==> src/rtl/yuv_to_rgb_pipe.sv <==
// yuv_to_rgb_pipe: three-stage fixed-point YCbCr to RGB converter.
// Stage 1 forms the scaled luma and chroma products, stage 2 forms the
// rounded channel sums, and stage 3 scales back and clamps to the output
// range. The whole pipe stalls as one unit under back-pressure. A
// saturating counter records how many delivered pixels had a clamped
// channel.
module yuv_to_rgb_pipe #(
    parameter int DATA_WIDTH = 8,
    parameter int COEF_FRAC  = 16,
    parameter int CNT_WIDTH  = 16
) (
    input  logic                  clk,
    input  logic                  rst,
    input  logic                  in_valid,
    output logic                  in_ready,
    input  logic [DATA_WIDTH-1:0] y_in,
    input  logic [DATA_WIDTH-1:0] cb_in,
    input  logic [DATA_WIDTH-1:0] cr_in,
    output logic                  out_valid,
    input  logic                  out_ready,
    output logic [DATA_WIDTH-1:0] r_out,
    output logic [DATA_WIDTH-1:0] g_out,
    output logic [DATA_WIDTH-1:0] b_out,
    output logic                  sat_flag,
    input  logic                  sat_clr,
    output logic [CNT_WIDTH-1:0]  sat_count
);

    localparam int ACC = DATA_WIDTH + COEF_FRAC + 4;

    localparam logic signed [ACC-1:0] KR_CR = ACC'(91881);
    localparam logic signed [ACC-1:0] KG_CB = ACC'(22554);
    localparam logic signed [ACC-1:0] KG_CR = ACC'(46802);
    localparam logic signed [ACC-1:0] KB_CB = ACC'(116130);
    localparam logic signed [ACC-1:0] RND   = ACC'(2 ** (COEF_FRAC - 1));
    localparam logic signed [ACC-1:0] MAXV  = ACC'((2 ** DATA_WIDTH) - 1);

    // Scale a rounded sum back to integer and clamp it; the top bit of the
    // result flags that clamping happened.
    function automatic logic [DATA_WIDTH:0] clampChannel(input logic signed [ACC-1:0] sum);
        logic signed [ACC-1:0] sh;
        sh = sum >>> COEF_FRAC;
        if (sh[ACC-1]) begin
            return {1'b1, {DATA_WIDTH{1'b0}}};
        end else if (sh > MAXV) begin
            return {1'b1, {DATA_WIDTH{1'b1}}};
        end else begin
            return {1'b0, sh[DATA_WIDTH-1:0]};
        end
    endfunction

    logic                   w_advance;
    logic                   w_outFire;
    logic signed [ACC-1:0]  w_yExt;
    logic signed [ACC-1:0]  w_cbExt;
    logic signed [ACC-1:0]  w_crExt;
    logic [DATA_WIDTH:0]    w_clampR;
    logic [DATA_WIDTH:0]    w_clampG;
    logic [DATA_WIDTH:0]    w_clampB;

    logic                   r_s1Valid;
    logic signed [ACC-1:0]  r_ys;
    logic signed [ACC-1:0]  r_pRcr;
    logic signed [ACC-1:0]  r_pGcb;
    logic signed [ACC-1:0]  r_pGcr;
    logic signed [ACC-1:0]  r_pBcb;

    logic                   r_s2Valid;
    logic signed [ACC-1:0]  r_sR;
    logic signed [ACC-1:0]  r_sG;
    logic signed [ACC-1:0]  r_sB;

    logic                   r_outValid;
    logic [DATA_WIDTH-1:0]  r_rOut;
    logic [DATA_WIDTH-1:0]  r_gOut;
    logic [DATA_WIDTH-1:0]  r_bOut;
    logic                   r_satFlag;
    logic [CNT_WIDTH-1:0]   r_satCount;

    // The pipe moves only when the output slot is empty or being consumed.
    assign w_advance = !r_outValid || out_ready;
    assign w_outFire = r_outValid && out_ready;
    assign in_ready  = w_advance;

    // Luma is unsigned and zero-extended; chroma is two's-complement.
    assign w_yExt  = {{(ACC - DATA_WIDTH){1'b0}}, y_in};
    assign w_cbExt = {{(ACC - DATA_WIDTH){cb_in[DATA_WIDTH-1]}}, cb_in};
    assign w_crExt = {{(ACC - DATA_WIDTH){cr_in[DATA_WIDTH-1]}}, cr_in};

    // Stage 1: scaled luma and the four chroma products.
    always_ff @(posedge clk) begin
        if (rst) begin
            r_s1Valid <= 1'b0;
            r_ys      <= '0;
            r_pRcr    <= '0;
            r_pGcb    <= '0;
            r_pGcr    <= '0;
            r_pBcb    <= '0;
        end else if (w_advance) begin
            r_s1Valid <= in_valid;
            r_ys      <= w_yExt <<< COEF_FRAC;
            r_pRcr    <= w_crExt * KR_CR;
            r_pGcb    <= w_cbExt * KG_CB;
            r_pGcr    <= w_crExt * KG_CR;
            r_pBcb    <= w_cbExt * KB_CB;
        end
    end

    // Stage 2: channel sums with the half-LSB rounding constant folded in.
    always_ff @(posedge clk) begin
        if (rst) begin
            r_s2Valid <= 1'b0;
            r_sR      <= '0;
            r_sG      <= '0;
            r_sB      <= '0;
        end else if (w_advance) begin
            r_s2Valid <= r_s1Valid;
            r_sR      <= r_ys + r_pRcr + RND;
            r_sG      <= r_ys - r_pGcb - r_pGcr + RND;
            r_sB      <= r_ys + r_pBcb + RND;
        end
    end

    // Clamp results for the stage-3 register.
    always_comb begin
        w_clampR = clampChannel(r_sR);
        w_clampG = clampChannel(r_sG);
        w_clampB = clampChannel(r_sB);
    end

    // Stage 3: clamped RGB plus the per-pixel saturation flag.
    always_ff @(posedge clk) begin
        if (rst) begin
            r_outValid <= 1'b0;
            r_rOut     <= '0;
            r_gOut     <= '0;
            r_bOut     <= '0;
            r_satFlag  <= 1'b0;
        end else if (w_advance) begin
            r_outValid <= r_s2Valid;
            r_rOut     <= w_clampR[DATA_WIDTH-1:0];
            r_gOut     <= w_clampG[DATA_WIDTH-1:0];
            r_bOut     <= w_clampB[DATA_WIDTH-1:0];
            r_satFlag  <= w_clampR[DATA_WIDTH] | w_clampG[DATA_WIDTH] | w_clampB[DATA_WIDTH];
        end
    end

    // Count delivered saturated pixels, sticking at all-ones; clear wins.
    always_ff @(posedge clk) begin
        if (rst) begin
            r_satCount <= '0;
        end else if (sat_clr) begin
            r_satCount <= '0;
        end else if (w_outFire && r_satFlag && (r_satCount != {CNT_WIDTH{1'b1}})) begin
            r_satCount <= r_satCount + CNT_WIDTH'(1);
        end
    end

    assign out_valid = r_outValid;
    assign r_out     = r_rOut;
    assign g_out     = r_gOut;
    assign b_out     = r_bOut;
    assign sat_flag  = r_satFlag;
    assign sat_count = r_satCount;

endmodule

==> config.mk <==
export PLATFORM = sky130hd
export DESIGN_NAME = yuv_to_rgb_pipe
export DESIGN_NICKNAME = d
export VERILOG_FILES = /design/src/rtl/yuv_to_rgb_pipe.sv
export SDC_FILE = /design/constraint.sdc
export NUM_CORES = 1
export LEC_CHECK = 0
export ABC_AREA = 1
export CAP_MARGIN = 5
export CORE_MARGIN = 2
export CORE_UTILIZATION = 57
export CTS_BUF_LIST = sky130_fd_sc_hd__clkbuf_4 sky130_fd_sc_hd__clkbuf_8 sky130_fd_sc_hd__clkbuf_16
export DETAILED_ROUTE_END_ITERATION = 16
export GPL_TIMING_DRIVEN = 0
export PLACE_DENSITY = 0.79
export SLEW_MARGIN = 20
export SYNTH_ARGS = -nofsm -noshare
export SYNTH_HDL_FRONTEND = slang
export SYNTH_SLANG_ARGS = --single-unit
export TNS_END_PERCENT = 5
==> constraint.sdc <==
create_clock -name clk -period 4 [get_ports clk]
set_input_delay 0.8 -clock clk [delete_from_list [all_inputs] [get_ports clk]]
set_output_delay 0.8 -clock clk [all_outputs]
set_load 0.005 [all_outputs]
==> results.cfg <==
[run_status]
status = finished with violations
violations = negative setup slack

[yosys]
netlist.area_leader.share = 0.1864
synth_nets = 2786
syn_area_um2 = 16860
ys.warnings.count = 0
ys_seq_area_frac = 0.1864
ys_top_cells_by_area = dfxtp_1 (19%), ha_1 (19%), fa_1 (12%)
synth_edf_count = 0
netlist_top_cells_count = inv_1 (522), nand2_1 (444), ha_1 (251)
synth.largest_area_cell = dfxtp_1
synth_cells = 2405
synth_flop_cell = dfxtp_1
ys_async_sr_fraction = 0
synth_area_per_cell_um2 = 7.012
synthDistinctLibCells = 53
synth-seq-cells = 157
synth_most_common_cell = inv_1

[route]
drt_first_pass_iters = 6
vias = 16240
drtIter0Drc = 1191
ant_nets = 0
wl_um = 51530
vias_per_cell = 5.574
wl_per_cell_um = 17.68
drc = 0

[finish]
fin_cells = 2914
fin_util = 0.6784
diodes = 0
drive_gt1_frac = 0.1091
finalNetCount = 2898
area_growth_pct = 16.40

[worst_setup_path]
critPathArrivalTime_ps = 4360
start_kind = primary input
crit_required_ps = 4330
critPathCaptureType = flop
worst-setup-path-type = in2reg
crit_fanout = 8

[grt]
overflow = 0
grt_pass1_wl_um = 81180
antenna_found_initial = 0
grt_usage = 0.3342
grt_max_degree = 18
grt_pass1_vias = 15740

[sta]
finalCritPeriodShare = 1.008
fmax_mhz = 248.1
grt_setup_unrepaired = true
setup_viol_count_final = 2
hold_viol = 0
slew_violations = 0
finalCriticalPeriod_ps = 4031
setup_slack_ps = -31.33
tightest_slew_ps = 898.2
setup_tns_ps = -47.65
fin_hold_ws_ps = 459.9
relSlewSlack = 0.4012
final.setup_skew_ps = 8.627

[clock_tree]
cts_buffer_depth = 2
root_buffer = clkbuf_16
clk_pin_slew_ps = 70
numCtsBuffers = 17
clock_latency_ps = 440
cts_tree = yes
cts-hold-fix-buffers = 0
numClockSinks = 157
htreeDepth = 4

[floorplan]
dieArea_um2 = 30980
initial_core_util = 0.5829
die-width_um = 176.0
fp.dieH_um = 176.0
core-area_um2 = 28940
rows = 62
io_pins = 72

[placed_design]
dp.cells = 2860
hpwl_um = 41350
gp_congestion = 0.9794
portBuffers = 71

[power_and_ir_drop]
ir_drop_mv = 0.3608
p_leak_nw = 10.29
p_per_area_nw_per_um2 = 657.8

[min_path]
hp-class = reg2reg

[run]
max-cap-violations = 0
[power by group]
part / internal (mW) / switching [mW]
clock network: 0.957 / 0.764
logic: 3.37 / 5.60
registers: 1.98 / 0.244
[metal layers]
metal | share of wire | global-route usage
met1 | 0.44 | 0.4478
met2 | 0.47 | 0.5663
met3 | 0.069 | 0.04673
met4 | 0.023 | 0.09125
met5 | 0 | 0
[critical path, cell delays in order]
cell and delay (ps):
buf_12 120, fa_2 440, nor2_4 140, nor2_4 70
ha_4 150, or2_4 240, fa_1 590, inv_2 50
fa_1 500, inv_2 60, ha_4 240, nand2_4 90
nor2_2 40, nor2_2 110, nor2_1 60, nor2_1 160
nand2_2 130, a21oi_2 160, o21ai_1 90, nand2_1 70
inv_1 40
[worst paths after layout]
kind | startpoint | end | slack, ps | depth (start not counted)
max | cr_in[6] | r_pGcr[22] | -30 | 21
min | r_s2Valid | r_s2Valid | 460 | 2
max reg2reg | r_ys[22] | r_sG[23] | 1300 | 11
min reg2reg | r_s2Valid | r_s2Valid | 460 | 2
[registers in the layout, indices dropped and copies added, names as in the netlist, 12 cells and up]
name	count
r_sB	12
r_sR	12
r_pGcb	21
r_pGcr	17
r_pBcb	13
r_sG	12
r_pRcr	18
sat_count	16
[cell families after synthesis]
kind of cell               after synthesis  synth area share
AOI/OAI and AO/OA                      445            0.1456
xor gates and xnor gates                30           0.01558
adders and majority gates              352            0.3061
buffers and inverters                  583            0.1324
DFF                                    157            0.1864
and+or+nand+nor                        838            0.2140
[stage by stage]
step                      worst slack, ps  power, mW  cell area [um2]
after floorplan                    -41.05      7.727            16900
after global placement              -1456      9.845            18090
after detailed placement            -1537      9.966            18090
after CTS                          -53.06      12.13            19090
after global routing               -115.6      14.00            19630
final                              -31.33      12.91            19630
[cell usage in the layout, fill, tap and decap left out, types with 5 or more instances in the layout]
master	instances
inv_1	505
nand2_1	425
ha_1	216
a21oi_1	161
nor2_1	157
dfxtp_1	157
o21ai_0	155
nand3_1	121
fa_1	98
clkdlybuf4s50_1	55
o21bai_1	33
ha_4	31
buf_4	26
nand2_2	25
inv_2	24
nand4_1	23
xor2_1	23
clkbuf_1	22
o211ai_1	21
o21ai_1	19
a21oi_2	19
buf_2	18
nor2_2	17
nand3_2	17
clkbuf_16	17
nor3_1	15
a21o_1	9
buf_6	9
nor2_4	8
nor3_2	7
nand3b_1	7
xnor2_1	6
buf_1	5
a21oi_4	5
inv_8	5
[layout make-up]
cell class | count | area [um2]
Clock buffer | 17 | 425.4
Multi-Input combinational cell | 1665 | 12260
Tap cell | 384 | 480.5
Buffer | 49 | 239.0
Sequential cell | 157 | 3143
Timing Repair Buffer | 93 | 873.3
Clock inverter | 15 | 198.9
Fill cell | 2494 | 9305
Inverter | 534 | 2014
[repair_timing]
action                     in CTS  in global routing
setup endpoints to repair      52                 42
setup buffers                   8                 14
resized for setup             159                114
pin swaps                      16                 56
hold endpoints to repair        0                  0
Note: power is estimated with default switching activity, not from simulation.
